**src/rtl/risc_execute_pkg.sv**
```systemverilog
// Shared opcode encodings, default widths and MUL sequencer states for the execute stage.
package risc_execute_pkg;

  localparam int RISC_DATA_W   = 8;
  localparam int RISC_ADDR_W   = 4;
  localparam int RISC_MUL_ITER = 8;

  typedef enum logic [3:0] {
    OP_ADD = 4'h0,
    OP_SUB = 4'h1,
    OP_AND = 4'h2,
    OP_OR  = 4'h3,
    OP_XOR = 4'h4,
    OP_MOV = 4'h5,
    OP_SHL = 4'h6,
    OP_SHR = 4'h7,
    OP_CMP = 4'h8,
    OP_MUL = 4'h9
  } op_t;

  typedef enum logic {
    ST_IDLE = 1'b0,
    ST_BUSY = 1'b1
  } mul_state_t;

endpackage

```
**src/rtl/risc_execute_if.sv**
```systemverilog
// Issue, regfile read and writeback signals of the execute stage bundled together.
interface risc_execute_if #(
  parameter int DATA_W = risc_execute_pkg::RISC_DATA_W,
  parameter int ADDR_W = risc_execute_pkg::RISC_ADDR_W
);
  logic              in_valid;
  logic              in_ready;
  logic [3:0]        in_op;
  logic [ADDR_W-1:0] in_rd_addr;
  logic [ADDR_W-1:0] in_rs1_addr;
  logic [ADDR_W-1:0] in_rs2_addr;
  logic [DATA_W-1:0] in_imm;
  logic              in_use_imm;
  logic [ADDR_W-1:0] rs1_addr;
  logic [ADDR_W-1:0] rs2_addr;
  logic [DATA_W-1:0] rs1;
  logic [DATA_W-1:0] rs2;
  logic [ADDR_W-1:0] rd_addr;
  logic [DATA_W-1:0] rd;
  logic              rd_write;
  logic              flag_z;
  logic              flag_c;

  modport master (
    output in_valid, in_op, in_rd_addr, in_rs1_addr, in_rs2_addr, in_imm, in_use_imm,
    output rs1, rs2,
    input  in_ready, rs1_addr, rs2_addr, rd_addr, rd, rd_write, flag_z, flag_c
  );

  modport slave (
    input  in_valid, in_op, in_rd_addr, in_rs1_addr, in_rs2_addr, in_imm, in_use_imm,
    input  rs1, rs2,
    output in_ready, rs1_addr, rs2_addr, rd_addr, rd, rd_write, flag_z, flag_c
  );
endinterface

```
**src/rtl/risc_execute_alu.sv**
```systemverilog
// Combinational single-cycle ALU; MUL and unknown opcodes come out as no-write, no-flag.
module risc_execute_alu
  import risc_execute_pkg::*;
#(
  parameter int DATA_W = RISC_DATA_W
) (
  input  op_t               op,
  input  logic [DATA_W-1:0] a,
  input  logic [DATA_W-1:0] b,
  output logic [DATA_W-1:0] result,
  output logic              z,
  output logic              c,
  output logic              we,
  output logic              flag_en
);
  logic [DATA_W:0] sum;
  logic [DATA_W:0] diff;

  always_comb begin
    sum     = {1'b0, a} + {1'b0, b};
    // The extra top bit of the difference is the unsigned borrow (a < b).
    diff    = {1'b0, a} - {1'b0, b};
    result  = '0;
    c       = 1'b0;
    we      = 1'b0;
    flag_en = 1'b0;
    case (op)
      OP_ADD: begin result = sum[DATA_W-1:0];  c = sum[DATA_W];  we = 1'b1; flag_en = 1'b1; end
      OP_SUB: begin result = diff[DATA_W-1:0]; c = diff[DATA_W]; we = 1'b1; flag_en = 1'b1; end
      OP_CMP: begin result = diff[DATA_W-1:0]; c = diff[DATA_W];            flag_en = 1'b1; end
      OP_AND: begin result = a & b; we = 1'b1; flag_en = 1'b1; end
      OP_OR:  begin result = a | b; we = 1'b1; flag_en = 1'b1; end
      OP_XOR: begin result = a ^ b; we = 1'b1; flag_en = 1'b1; end
      OP_MOV: begin result = b;     we = 1'b1; end
      OP_SHL: begin result = {a[DATA_W-2:0], 1'b0}; c = a[DATA_W-1]; we = 1'b1; flag_en = 1'b1; end
      OP_SHR: begin result = {1'b0, a[DATA_W-1:1]}; c = a[0];        we = 1'b1; flag_en = 1'b1; end
      default: ;
    endcase
    z = (result == '0);
  end
endmodule

```
**src/rtl/risc_execute.sv**
```systemverilog
// Execute/writeback stage: one issue register (S1), W/P result bypass and a shift-add MUL sequencer.
module risc_execute
  import risc_execute_pkg::*;
#(
  parameter int DATA_W   = RISC_DATA_W,
  parameter int ADDR_W   = RISC_ADDR_W,
  parameter int MUL_ITER = RISC_MUL_ITER
) (
  input logic          clk,
  input logic          rst_n,
  risc_execute_if.slave bus
);
  localparam int              CNT_W    = (MUL_ITER > 1) ? $clog2(MUL_ITER) : 1;
  localparam logic [CNT_W-1:0] CNT_LAST = CNT_W'(MUL_ITER - 1);

  op_t               op_p1;
  logic              vld_p1;
  logic [ADDR_W-1:0] rd_addr_p1, rs1_addr_p1, rs2_addr_p1;
  logic [DATA_W-1:0] imm_p1;
  logic              use_imm_p1;

  logic              vld_p3;
  logic [ADDR_W-1:0] addr_p3;
  logic [DATA_W-1:0] data_p3;

  mul_state_t          state, state_nxt;
  logic [CNT_W-1:0]    cnt;
  logic [2*DATA_W-1:0] acc, mcand, acc_step;
  logic [DATA_W-1:0]   mplier;

  logic              ready, accept, is_mul, mul_start, mul_done;
  logic [DATA_W-1:0] op_a, op_b_reg, op_b;
  logic [DATA_W-1:0] alu_res;
  logic              alu_z, alu_c, alu_we, alu_flag_en;

  assign bus.rs1_addr = bus.in_rs1_addr;
  assign bus.rs2_addr = bus.in_rs2_addr;
  assign bus.in_ready = ready;
  assign accept       = bus.in_valid & ready;
  assign is_mul       = vld_p1 && (op_p1 == OP_MUL);

  // W (current writeback) has priority over P (the result the regfile is writing as S1 reads it).
  always_comb begin
    op_a     = bus.rs1;
    op_b_reg = bus.rs2;
    if (bus.rd_write && bus.rd_addr == rs1_addr_p1)  op_a = bus.rd;
    else if (vld_p3 && addr_p3 == rs1_addr_p1)        op_a = data_p3;
    if (bus.rd_write && bus.rd_addr == rs2_addr_p1)  op_b_reg = bus.rd;
    else if (vld_p3 && addr_p3 == rs2_addr_p1)        op_b_reg = data_p3;
    op_b = use_imm_p1 ? imm_p1 : op_b_reg;
  end

  assign acc_step = mplier[0] ? acc + mcand : acc;

  always_comb begin
    state_nxt = state;
    ready     = 1'b0;
    mul_start = 1'b0;
    mul_done  = 1'b0;
    case (state)
      ST_IDLE: begin
        ready     = !is_mul;
        mul_start = is_mul;
        if (mul_start) state_nxt = ST_BUSY;
      end
      ST_BUSY: begin
        mul_done = (cnt == CNT_LAST);
        if (mul_done) state_nxt = ST_IDLE;
      end
      default: state_nxt = ST_IDLE;
    endcase
  end

  risc_execute_alu #(.DATA_W(DATA_W)) u_alu (
    .op      (op_p1),
    .a       (op_a),
    .b       (op_b),
    .result  (alu_res),
    .z       (alu_z),
    .c       (alu_c),
    .we      (alu_we),
    .flag_en (alu_flag_en)
  );

  // ---- S1 -> W/P boundary: control, writeback and bypass registers ----
  always_ff @(posedge clk or negedge rst_n) begin
    if (!rst_n) begin
      state        <= ST_IDLE;
      vld_p1       <= 1'b0;
      bus.rd_write <= 1'b0;
      bus.rd       <= '0;
      bus.rd_addr  <= '0;
      bus.flag_z   <= 1'b0;
      bus.flag_c   <= 1'b0;
      vld_p3       <= 1'b0;
      addr_p3      <= '0;
      data_p3      <= '0;
    end else begin
      state        <= state_nxt;
      vld_p3       <= bus.rd_write;
      addr_p3      <= bus.rd_addr;
      data_p3      <= bus.rd;
      bus.rd_write <= 1'b0;
      if (mul_done) begin
        vld_p1       <= 1'b0;
        bus.rd_write <= 1'b1;
        bus.rd       <= acc_step[DATA_W-1:0];
        bus.rd_addr  <= rd_addr_p1;
        bus.flag_z   <= (acc_step[DATA_W-1:0] == '0);
        bus.flag_c   <= (acc_step[2*DATA_W-1:DATA_W] != '0);
      end else begin
        if (ready) vld_p1 <= accept;
        if (vld_p1 && !is_mul) begin
          if (alu_we) begin
            bus.rd_write <= 1'b1;
            bus.rd       <= alu_res;
            bus.rd_addr  <= rd_addr_p1;
          end
          if (alu_flag_en) begin
            bus.flag_z <= alu_z;
            bus.flag_c <= alu_c;
          end
        end
      end
    end
  end

  // ---- Issue -> S1 boundary and MUL datapath ----
  always_ff @(posedge clk) begin
    if (accept) begin
      op_p1       <= op_t'(bus.in_op);
      rd_addr_p1  <= bus.in_rd_addr;
      rs1_addr_p1 <= bus.in_rs1_addr;
      rs2_addr_p1 <= bus.in_rs2_addr;
      imm_p1      <= bus.in_imm;
      use_imm_p1  <= bus.in_use_imm;
    end
    if (mul_start) begin
      acc    <= '0;
      mcand  <= {{DATA_W{1'b0}}, op_a};
      mplier <= op_b;
      cnt    <= '0;
    end else if (state == ST_BUSY) begin
      acc    <= acc_step;
      mcand  <= mcand << 1;
      mplier <= mplier >> 1;
      cnt    <= cnt + CNT_W'(1);
    end
  end
endmodule

```
**src/flat_wrapper.sv**
```systemverilog
// flat-port wrapper written by rule: the top's interface ports become plain ports
module risc_execute_flat import risc_execute_pkg::*;
#(
  parameter int DATA_W   = RISC_DATA_W,
  parameter int ADDR_W   = RISC_ADDR_W,
  parameter int MUL_ITER = RISC_MUL_ITER
)
  (clk, rst_n, bus_in_valid, bus_in_op, bus_in_rd_addr, bus_in_rs1_addr, bus_in_rs2_addr, bus_in_imm, bus_in_use_imm, bus_rs1, bus_rs2, bus_in_ready, bus_rs1_addr, bus_rs2_addr, bus_rd_addr, bus_rd, bus_rd_write, bus_flag_z, bus_flag_c);
  risc_execute_if #(.DATA_W(DATA_W), .ADDR_W(ADDR_W)) bus_i ();
  input logic clk;
  input logic rst_n;
  input wire logic [$bits(bus_i.in_valid)-1:0] bus_in_valid;
  input wire logic [$bits(bus_i.in_op)-1:0] bus_in_op;
  input wire logic [$bits(bus_i.in_rd_addr)-1:0] bus_in_rd_addr;
  input wire logic [$bits(bus_i.in_rs1_addr)-1:0] bus_in_rs1_addr;
  input wire logic [$bits(bus_i.in_rs2_addr)-1:0] bus_in_rs2_addr;
  input wire logic [$bits(bus_i.in_imm)-1:0] bus_in_imm;
  input wire logic [$bits(bus_i.in_use_imm)-1:0] bus_in_use_imm;
  input wire logic [$bits(bus_i.rs1)-1:0] bus_rs1;
  input wire logic [$bits(bus_i.rs2)-1:0] bus_rs2;
  output wire logic [$bits(bus_i.in_ready)-1:0] bus_in_ready;
  output wire logic [$bits(bus_i.rs1_addr)-1:0] bus_rs1_addr;
  output wire logic [$bits(bus_i.rs2_addr)-1:0] bus_rs2_addr;
  output wire logic [$bits(bus_i.rd_addr)-1:0] bus_rd_addr;
  output wire logic [$bits(bus_i.rd)-1:0] bus_rd;
  output wire logic [$bits(bus_i.rd_write)-1:0] bus_rd_write;
  output wire logic [$bits(bus_i.flag_z)-1:0] bus_flag_z;
  output wire logic [$bits(bus_i.flag_c)-1:0] bus_flag_c;
  assign bus_i.in_valid = bus_in_valid;
  assign bus_i.in_op = bus_in_op;
  assign bus_i.in_rd_addr = bus_in_rd_addr;
  assign bus_i.in_rs1_addr = bus_in_rs1_addr;
  assign bus_i.in_rs2_addr = bus_in_rs2_addr;
  assign bus_i.in_imm = bus_in_imm;
  assign bus_i.in_use_imm = bus_in_use_imm;
  assign bus_i.rs1 = bus_rs1;
  assign bus_i.rs2 = bus_rs2;
  assign bus_in_ready = bus_i.in_ready;
  assign bus_rs1_addr = bus_i.rs1_addr;
  assign bus_rs2_addr = bus_i.rs2_addr;
  assign bus_rd_addr = bus_i.rd_addr;
  assign bus_rd = bus_i.rd;
  assign bus_rd_write = bus_i.rd_write;
  assign bus_flag_z = bus_i.flag_z;
  assign bus_flag_c = bus_i.flag_c;
  risc_execute #(.DATA_W(DATA_W), .ADDR_W(ADDR_W), .MUL_ITER(MUL_ITER)) u_core (.clk(clk), .rst_n(rst_n), .bus(bus_i));
endmodule
```
**config.mk**
```make
export PLATFORM = sky130hd
export DESIGN_NAME = risc_execute_flat
export DESIGN_NICKNAME = d
export VERILOG_FILES = /design/src/rtl/risc_execute_pkg.sv /design/src/rtl/risc_execute_if.sv /design/src/rtl/risc_execute_alu.sv /design/src/rtl/risc_execute.sv /design/src/flat_wrapper.sv
export SDC_FILE = /design/constraint.sdc
export NUM_CORES = 1
export LEC_CHECK = 0
export CORE_ASPECT_RATIO = 1.4
export CORE_MARGIN = 5
export CORE_UTILIZATION = 35
export DETAILED_ROUTE_END_ITERATION = 10
export GPL_TIMING_DRIVEN = 0
export PLACE_DENSITY_LB_ADDON = 0.12
export SKIP_LAST_GASP = 1
export SLEW_MARGIN = 10
export SYNTH_ARGS = -nofsm -noshare
export SYNTH_HDL_FRONTEND = slang
export SYNTH_HIERARCHICAL = 1
export SYNTH_SLANG_ARGS = --single-unit
```
**constraint.sdc**
```tcl
create_clock -name clk -period 5.2 [get_ports clk]
set_input_delay 1.56 -clock clk [delete_from_list [all_inputs] [get_ports clk]]
set_output_delay 1.56 -clock clk [all_outputs]
set_load 0.01 [all_outputs]
```
# ---- Word-level counts from Yosys, hierarchy flattened
# Cells that the tools add are included.
dict set report word_totals {
  wordCells 102
  inputBits 44
  reg_bits 98
  out_inout_bits 24
}
dict set report classes {
  add_sub_neg 4
  n_reduce_logical 21
  n_eq_ne 14
  bitwise 5
  n_mux 37
}
# operator count
set op_table {}
lappend op_table {{8-bit two-way mux} 12}
lappend op_table {{8-bit case mux with 8 select lines} 1}
lappend op_table {{1-bit two-way mux} 18}
lappend op_table {{16-bit adder} 1}
lappend op_table {{4-bit by 3-bit equality test with 1-bit output (second input constant)} 4}
lappend op_table {{4-bit equality test} 4}
lappend op_table {{8-bit logical NOT} 2}
lappend op_table {{16-bit two-way mux} 1}
lappend op_table {{8-bit OR reduction} 2}
lappend op_table {{4-bit two-way mux} 3}
lappend op_table {{2-bit nonzero test} 5}
lappend op_table {{8-bit by 8-bit adder with 9-bit output} 1}
lappend op_table {{8-bit by 8-bit subtractor with 9-bit output} 1}
lappend op_table {{8-bit AND} 1}
lappend op_table {{4-bit by 2-bit equality test with 1-bit output (second input constant)} 2}
lappend op_table {{4-bit equality test (second input constant)} 2}
lappend op_table {{8-bit OR} 1}
lappend op_table {{8-bit nonzero test} 1}
lappend op_table {{8-bit bitwise XOR} 1}
lappend op_table {{1-bit logical AND} 6}
lappend op_table {{4-bit by 1-bit equality test with 1-bit output (second input constant)} 1}
lappend op_table {{4-bit logical NOT} 1}
lappend op_table {{1-bit case mux with 4 select lines} 1}
lappend op_table {{2-bit AND reduction} 2}
lappend op_table {{other kinds (7)} 7}

# ---- Depth between registers and ports, before layout
dict set report depth {
  word_depth 11
  ltp_mapped 18
  mapped_depth_nobuf 17
}

# ---- Hierarchy
# The synthesis kept the hierarchy.
# module cells_per_inst seq_area_each_um2 area_each_um2 instances
set modules_own_cells {}
lappend modules_own_cells {risc_execute 458 2522.4 5096.1 1}
lappend modules_own_cells {risc_execute_alu 210 0.0 1527.7 1}

# ---- Least setup slack after synthesis
# OpenSTA, ideal clock, no wires.
dict set report synth_timing {
  kind {in2reg}
  startpoint {input bus_rs1[1]}
  endpoint {register u_core.bus.flag_z}
  t_required_ns 5.113
  stages 12
  t_arrival_ns 4.434
  path_buffers 0
  setup_ns 0.087
  setup_slack_ns 0.679
  cell_sequence {mux2i_1 > o21ai_0 > inv_1 > fa_1 > o21ba_2 > o21bai_1 > o221ai_1 > a32o_1 > or4b_1 > nor4_2 > o21ai_0 > a22oi_1}
}
dict set report synth_between {
  elab_chain_len 8
  word_cells_on_any_way 12
  classes_between {add/sub (2); mux (6); bitwise (3); reduce/logical (1)}
}
# item line
set synth_rtl {}
lappend synth_rtl {{start, declared} flat_wrapper.sv:19} ;# input wire logic [$bits(bus_i.rs1)-1:0] bus_rs1;
lappend synth_rtl {{8-bit two-way mux *} risc_execute.sv:47} ;# else if (vld_p3 && addr_p3 == rs1_addr_p1) op_a = data_p3;
lappend synth_rtl {{8-bit two-way mux *} risc_execute.sv:46} ;# if (bus.rd_write && bus.rd_addr == rs1_addr_p1) op_a = bus.rd;
lappend synth_rtl {{named net u_core.op_a[1]} risc_execute.sv:32} ;# logic [DATA_W-1:0] op_a, op_b_reg, op_b;
lappend synth_rtl {{8-bit by 8-bit subtractor with 9-bit output or 8-bit by 8-bit adder with 9-bit output (tied branches)} {risc_execute_alu.sv:22, risc_execute_alu.sv:20}}
lappend synth_rtl {{8-bit case mux with 8 select lines *} risc_execute_alu.sv:27} ;# case (op)
lappend synth_rtl {{named net u_core.alu_res[4]} risc_execute.sv:33} ;# logic [DATA_W-1:0] alu_res;
lappend synth_rtl {{8-bit logical NOT *} risc_execute_alu.sv:39} ;# z = (result == '0);
lappend synth_rtl {{named net u_core.alu_z} risc_execute.sv:34} ;# logic alu_z, alu_c, alu_we, alu_flag_en;
lappend synth_rtl {{1-bit two-way mux *} risc_execute.sv:119} ;# if (alu_flag_en) begin
lappend synth_rtl {{1-bit two-way mux *} risc_execute.sv:113} ;# if (vld_p1 && !is_mul) begin
lappend synth_rtl {{1-bit two-way mux *} risc_execute.sv:104} ;# if (mul_done) begin
lappend synth_rtl {{end signal, assigned} risc_execute.sv:109} ;# bus.flag_z <= (acc_step[DATA_W-1:0] == '0);
lappend synth_rtl {{end signal, assigned} risc_execute.sv:120} ;# bus.flag_z <= alu_z;
lappend synth_rtl {{end, declared} risc_execute_if.sv:33} ;# output in_ready, rs1_addr, rs2_addr, rd_addr, rd, rd_write, flag_z, flag_c
# The timed path passes the listed nets; every way through them passes the cells marked *. The select of a mux whose other input is x is not followed.
# A chain may end at the register's enable or synchronous reset.

# ---- Worst setup path after layout
dict set report layout_timing {
  startpoint {input bus_rs2[4]}
  endpoint {register u_core.bus.flag_z}
}
dict set report layout_between {
  elab_chain_len 9
  word_cells_on_any_way 13
  classes_between {add/sub (2); mux (7); bitwise (3); reduce/logical (1)}
}
# item line
set layout_rtl {}
lappend layout_rtl {{start, declared} flat_wrapper.sv:20} ;# input wire logic [$bits(bus_i.rs2)-1:0] bus_rs2;
lappend layout_rtl {{8-bit two-way mux *} risc_execute.sv:49} ;# else if (vld_p3 && addr_p3 == rs2_addr_p1) op_b_reg = data_p3;
lappend layout_rtl {{8-bit two-way mux *} risc_execute.sv:48} ;# if (bus.rd_write && bus.rd_addr == rs2_addr_p1) op_b_reg = bus.rd;
lappend layout_rtl {{8-bit two-way mux *} risc_execute.sv:50} ;# op_b = use_imm_p1 ? imm_p1 : op_b_reg;
lappend layout_rtl {{named net u_core.op_b[4]} risc_execute.sv:32}
lappend layout_rtl {{8-bit by 8-bit subtractor with 9-bit output or 8-bit by 8-bit adder with 9-bit output (tied branches)} {risc_execute_alu.sv:22, risc_execute_alu.sv:20}}
lappend layout_rtl {{8-bit case mux with 8 select lines *} risc_execute_alu.sv:27}
lappend layout_rtl {{named net u_core.alu_res[6]} risc_execute.sv:33}
lappend layout_rtl {{8-bit logical NOT *} risc_execute_alu.sv:39}
lappend layout_rtl {{named net u_core.alu_z} risc_execute.sv:34}
lappend layout_rtl {{1-bit two-way mux *} risc_execute.sv:119}
lappend layout_rtl {{1-bit two-way mux *} risc_execute.sv:113}
lappend layout_rtl {{1-bit two-way mux *} risc_execute.sv:104}
# Marked as above.

==> impl_metrics.xml <==
<?xml version="1.0" encoding="UTF-8"?>
<metrics>
  <group name="run_status">
    <metric name="outcome" unit="">completed</metric>
  </group>
  <group name="cts">
    <metric name="clkTransAtPathRegs" unit="ps">70</metric>
    <metric name="worstSkewPairLatency" unit="ps">360</metric>
    <metric name="cts_htree_levels" unit="">3</metric>
    <metric name="numClockSinks" unit="">98</metric>
    <metric name="buffers_from_clock_root_to_sink_at_most" unit="">2</metric>
    <metric name="number_of_buffers_inserted_during_clock_tree_synthesis" unit="">9</metric>
    <metric name="cts_root_buf" unit="">sky130_fd_sc_hd__clkbuf_16</metric>
    <metric name="cts_tree" unit="">built</metric>
    <metric name="hold_buffers" unit="">0</metric>
  </group>
  <group name="global_routing">
    <metric name="antenna_found_initial" unit="">0</metric>
    <metric name="grt_pass1_vias" unit="">5550</metric>
    <metric name="grtUsageTotal" unit="%">17.64</metric>
    <metric name="grt_max_degree" unit="">31</metric>
    <metric name="grt_overflow_total" unit="">0</metric>
    <metric name="grt_first_pass_wirelength" unit="µm">30640</metric>
  </group>
  <group name="logic_synthesis">
    <metric name="synth.yosys.seq_area_share" unit="%">38.08</metric>
    <metric name="synth_async_sr_flop_share" unit="%">30.61</metric>
    <metric name="avgSynthCellArea" unit="µm²">9.916</metric>
    <metric name="yosys_warnings" unit="">6</metric>
    <metric name="synthMuxAreaShare" unit="%">11.11</metric>
    <metric name="netlist_instances" unit="">668</metric>
    <metric name="synthAdderAreaFrac" unit="%">8.991</metric>
    <metric name="synth_top_family_by_area" unit="">compound AO/OA/AOI/OAI gates</metric>
    <metric name="synth_compound_gate_area_share" unit="%">19.19</metric>
    <metric name="synthesis.nets" unit="">757</metric>
    <metric name="yosys.area_share.simple" unit="%">13.56</metric>
    <metric name="synthDistinctLibCells" unit="">74</metric>
    <metric name="postSynth.topFlopCell" unit="">sky130_fd_sc_hd__edfxtp_1</metric>
    <metric name="synth_enable_flop_cells" unit="">41</metric>
    <metric name="yosys.area_share.xor_xnor" unit="%">3.835</metric>
    <metric name="ys_seq_elements" unit="">98</metric>
    <metric name="post_synth_instance_area" unit="µm²">6624</metric>
  </group>
  <group name="routing">
    <metric name="drt.antenna.violating_nets" unit="">0</metric>
    <metric name="detail_route.wl_per_cell" unit="µm">19.40</metric>
    <metric name="route.detailed.vias_per_inst" unit="">5.434</metric>
    <metric name="drc" unit="">0</metric>
    <metric name="drt_wl_total" unit="µm">19320</metric>
    <metric name="vias" unit="">5412</metric>
    <metric name="detailedRoute.firstIterationViolations" unit="">311</metric>
    <metric name="drt_pass1_iterations" unit="">5</metric>
  </group>
  <group name="timing">
    <metric name="setup_viol" unit="">0</metric>
    <metric name="holdWs" unit="ps">447.5</metric>
    <metric name="period_utilization_post_route" unit="%">95.69</metric>
    <metric name="rsz0062_at_grt" unit="">no</metric>
    <metric name="slew_headroom" unit="%">20.41</metric>
    <metric name="worst_setup_slack_after_layout" unit="ps">224.2</metric>
    <metric name="finalClockSkew" unit="ps">12.12</metric>
    <metric name="finalWorstPathRequiredPeriod" unit="ps">4976</metric>
    <metric name="final_hold_viol_count" unit="">0</metric>
    <metric name="worst_pin_slew" unit="ps">1178</metric>
    <metric name="timing.fmax" unit="GHz">0.2010</metric>
    <metric name="drv_slew" unit="">0</metric>
  </group>
  <group name="power">
    <metric name="total_switching_power" unit="µW">2040</metric>
    <metric name="power_frac_clock" unit="%">14.3</metric>
    <metric name="proportion_of_total_power_due_to_net_switching" unit="%">44.10</metric>
    <metric name="seq_power_share" unit="%">30.5</metric>
    <metric name="p_comb_share" unit="%">55.1</metric>
    <metric name="worst_ir_drop_vdd" unit="mV">0.3105</metric>
    <metric name="static-leakage-power" unit="µW">0.003221</metric>
    <metric name="power.internal" unit="µW">2586</metric>
    <metric name="power.density" unit="nW/µm²">582.6</metric>
  </group>
  <group name="critical_path">
    <metric name="startpoint_type" unit="">input pin</metric>
    <metric name="category_of_the_worst_setup_path_capture_point" unit="">register</metric>
    <metric name="cells_traversed_along_the_worst_timing_path" unit="">clkdlybuf4s50_1 -&gt; mux2i_1 -&gt; a211oi_1 -&gt; a21o_1 -&gt; inv_1 -&gt; ha_1 -&gt; clkbuf_1 -&gt; nor3b_1 -&gt; nor3_2 -&gt; a21oi_1 -&gt; o31ai_1 -&gt; o211ai_1 -&gt; nor4_2 -&gt; o21ai_0 -&gt; a22oi_1</metric>
    <metric name="worstPathArrival" unit="ps">5250</metric>
    <metric name="critPathKind" unit="">input pin to register</metric>
    <metric name="crit_path_start" unit="">bus_rs2[4]</metric>
    <metric name="reg2reg_to" unit="">u_core/bus.flag_z$_DFFE_PN0P_</metric>
    <metric name="timing.reg2reg.setup_slack" unit="ps">450</metric>
    <metric name="worst_path_max_delay_cell" unit="">sky130_fd_sc_hd__clkdlybuf4s50_1</metric>
    <metric name="worstReg2RegStart" unit="">u_core/bus.rd_addr[2]$_DFFE_PN0P_</metric>
    <metric name="worst-r2r-cell-count" unit="">16</metric>
    <metric name="critPathRequiredTime" unit="ps">5470</metric>
    <metric name="longest_individual_stage_delay_on_the_worst_path" unit="ps">460</metric>
    <metric name="crit_path_max_fanout" unit="">10</metric>
  </group>
  <group name="min_path">
    <metric name="hold_path_startpoint" unit="">u_core/bus.rd_write$_DFF_PN0_</metric>
    <metric name="worstHoldPathType" unit="">register to register</metric>
    <metric name="hold_path_end" unit="">u_core/vld_p3$_DFF_PN0_</metric>
    <metric name="hold_depth" unit="">0</metric>
  </group>
  <group name="floorplanning">
    <metric name="placementRows" unit="">59</metric>
    <metric name="floorplan.die.height" unit="µm">172.8</metric>
    <metric name="initial_utilization" unit="%">35.61</metric>
    <metric name="placeableCoreArea" unit="µm²">18600</metric>
    <metric name="die_w" unit="µm">126.3</metric>
    <metric name="fp.dieArea" unit="µm²">21820</metric>
    <metric name="num_io_pins" unit="">68</metric>
  </group>
  <group name="placed_design">
    <metric name="dp_slack" unit="ps">-737.7</metric>
    <metric name="port_buffers" unit="">67</metric>
    <metric name="finalWeightedCongestion" unit="">0.9358</metric>
    <metric name="place_hpwl" unit="µm">15260</metric>
  </group>
  <group name="layout">
    <metric name="multi_input_comb_area" unit="µm²">3795</metric>
    <metric name="flow.area_growth_from_synthesis" unit="%">19.87</metric>
    <metric name="diodes" unit="">0</metric>
    <metric name="final_nets" unit="">836</metric>
    <metric name="fillerInstances" unit="">1863</metric>
    <metric name="register_area" unit="µm²">2522</metric>
    <metric name="fraction_of_layout_instances_using_a_drive_strength_above_1" unit="%">12.23</metric>
  </group>
  <group name="flow_run">
    <metric name="cap_viol_max_count" unit="">0</metric>
  </group>
</metrics>
cells in the final DEF, fill, tap and decap left out, types with 4 or more instances in the layout:
master,netlist,final
sky130_fd_sc_hd__clkbuf_1,24,22
sky130_fd_sc_hd__o221ai_1,5,5
sky130_fd_sc_hd__nand2b_1,8,8
sky130_fd_sc_hd__clkbuf_16,0,9
sky130_fd_sc_hd__a31oi_1,4,4
sky130_fd_sc_hd__xnor2_1,14,14
sky130_fd_sc_hd__nor2_1,41,41
sky130_fd_sc_hd__nand3_1,12,12
sky130_fd_sc_hd__mux2_2,26,26
sky130_fd_sc_hd__o21ai_2,0,5
sky130_fd_sc_hd__o211a_1,4,4
sky130_fd_sc_hd__or4_1,6,6
sky130_fd_sc_hd__buf_2,7,8
sky130_fd_sc_hd__nor2b_1,7,7
sky130_fd_sc_hd__a22o_1,19,19
sky130_fd_sc_hd__inv_8,0,4
sky130_fd_sc_hd__nor3b_1,5,5
sky130_fd_sc_hd__a21oi_1,37,37
sky130_fd_sc_hd__a21o_1,15,15
sky130_fd_sc_hd__edfxtp_1,41,41
sky130_fd_sc_hd__xor2_1,15,15
sky130_fd_sc_hd__buf_4,8,10
sky130_fd_sc_hd__a211oi_1,14,14
sky130_fd_sc_hd__dfxtp_1,27,27
sky130_fd_sc_hd__clkdlybuf4s50_1,0,66
sky130_fd_sc_hd__mux2i_1,36,36
sky130_fd_sc_hd__dfrtp_1,30,30
sky130_fd_sc_hd__nand2_1,48,48
sky130_fd_sc_hd__inv_1,34,34
sky130_fd_sc_hd__ha_1,42,42
sky130_fd_sc_hd__o21ai_0,44,38
sky130_fd_sc_hd__nor3_1,13,12
synthesized netlist by cell type, drive strengths merged (3+ instances only):
library cell | instances | share of area (%)
nand2 | 48 | 2.7
o21ai | 45 | 3.4
ha | 42 | 7.9
nor2 | 42 | 2.6
edfxtp | 41 | 19
a21oi | 37 | 2.8
mux2i | 36 | 5.4
inv | 34 | 1.9
dfrtp | 30 | 11
dfxtp | 27 | 8.2
mux2 | 27 | 4.6
clkbuf | 24 | 1.4
a22o | 20 | 2.7
buf | 18 | 1.9
a21o | 15 | 1.7
xor2 | 15 | 2.0
a211oi | 14 | 1.6
xnor2 | 14 | 1.9
nor3 | 13 | 0.98
nand3 | 12 | 0.91
nand2b | 8 | 0.76
nor2b | 7 | 0.66
nor4 | 7 | 1.3
or4 | 6 | 0.68
nor3b | 5 | 0.57
o221ai | 5 | 0.66
a31oi | 4 | 0.38
and2 | 4 | 0.38
o211a | 4 | 0.60
or2 | 4 | 0.38
a22oi | 3 | 0.34
and3 | 3 | 0.43
fa | 3 | 0.91
mux4 | 3 | 1.0
nand4 | 3 | 0.28
o211ai | 3 | 0.34
o21a | 3 | 0.34
o31ai | 3 | 0.34
power by group through the flow:
stage	combinational, µW	sequential [µW]	clock, µW
floorplan	1790	1360	0
CTS	2540	1420	685
finish	2550	1410	662
global route	2810	1460	715
global placement	2490	1430	0
detailed placement	2520	1430	0
cells by family after synthesis:
group | Yosys count
xor+xnor | 29
buf+inv | 76
fa+ha+maj | 46
mux | 66
flops | 98
simple gates | 169
compound gates | 184
worst max-delay path: cells and delay by family:
| kind | cells | cell delay (ps) |
|---|---|---|
| AND/OR/NAND/NOR | 3 | 830 |
| buffers and inverters | 3 | 890 |
| AO/OA/AOI/OAI | 7 | 1600 |
| adder cells (fa/ha/maj) | 1 | 280 |
| multiplexers | 1 | 70 |
final cells by class:
cell class | count | area share [%]
multi-input combinational | 494 | 47.79
inverter | 34 | 1.607
tap | 244 | 3.845
timing repair buffer | 69 | 8.572
sequential | 98 | 31.77
clock inverter | 7 | 0.8509
buffer | 41 | 2.726
clock buffer | 9 | 2.836
registers in the layout, summed over array words and instances, names as in the netlist, 3 cells and up:
register,cells
u_core/rd_addr_p1,4
u_core/rs2_addr_p1,4
u_core/bus.rd_addr,4
u_core/data_p3,8
u_core/acc,16
u_core/mcand,16
u_core/bus.rd,8
u_core/imm_p1,8
u_core/cnt,3
u_core/rs1_addr_p1,4
u_core/mplier,8
u_core/op_p1,4
u_core/addr_p3,4
worst max-delay path by stage:
stage	endpoint	slack [ps]	depth (start not counted)
final	u_core/bus.flag_z$_DFFE_PN0P_	220	15
after CTS	u_core/bus.flag_z$_DFFE_PN0P_	100	15
after global routing	u_core/bus.flag_z$_DFFE_PN0P_	20	15
after floorplan	u_core/bus.flag_z$_DFFE_PN0P_	680	12
after detailed placement	u_core/bus.flag_z$_DFFE_PN0P_	-740	13
after global placement	u_core/bus.flag_z$_DFFE_PN0P_	-760	14
repair_timing:
action,in CTS,in global routing
resized for setup,9,5
setup endpoints to repair,3,1
buffers inserted,0,2
pin swaps,0,1
gates cloned,0,0
layer usage:
layer | vias up | track usage, % | part of all wire, %
met1 | 2590 | 20.50 | 40
met2 | 144 | 31.53 | 52
met4 | 0 | 8.766 | 4.6
li1 | 2632 | - | -
met3 | 46 | 2.315 | 3.2
met5 | - | 0 | 0
per-stage QoR:
step	std cells	instance area (µm²)	util (%)	power [µW]	TNS, ps
after global placement	979	7600	40.85	3916	-2548
final	996	7940	42.68	4626	0
after floorplan	668	6624	-	3154	0
after detailed placement	979	7595	40.83	3950	-2261
after CTS	995	7909	42.51	4648	0
after global routing	996	7940	42.68	4982	0
Power figures use the tool's default switching activity.
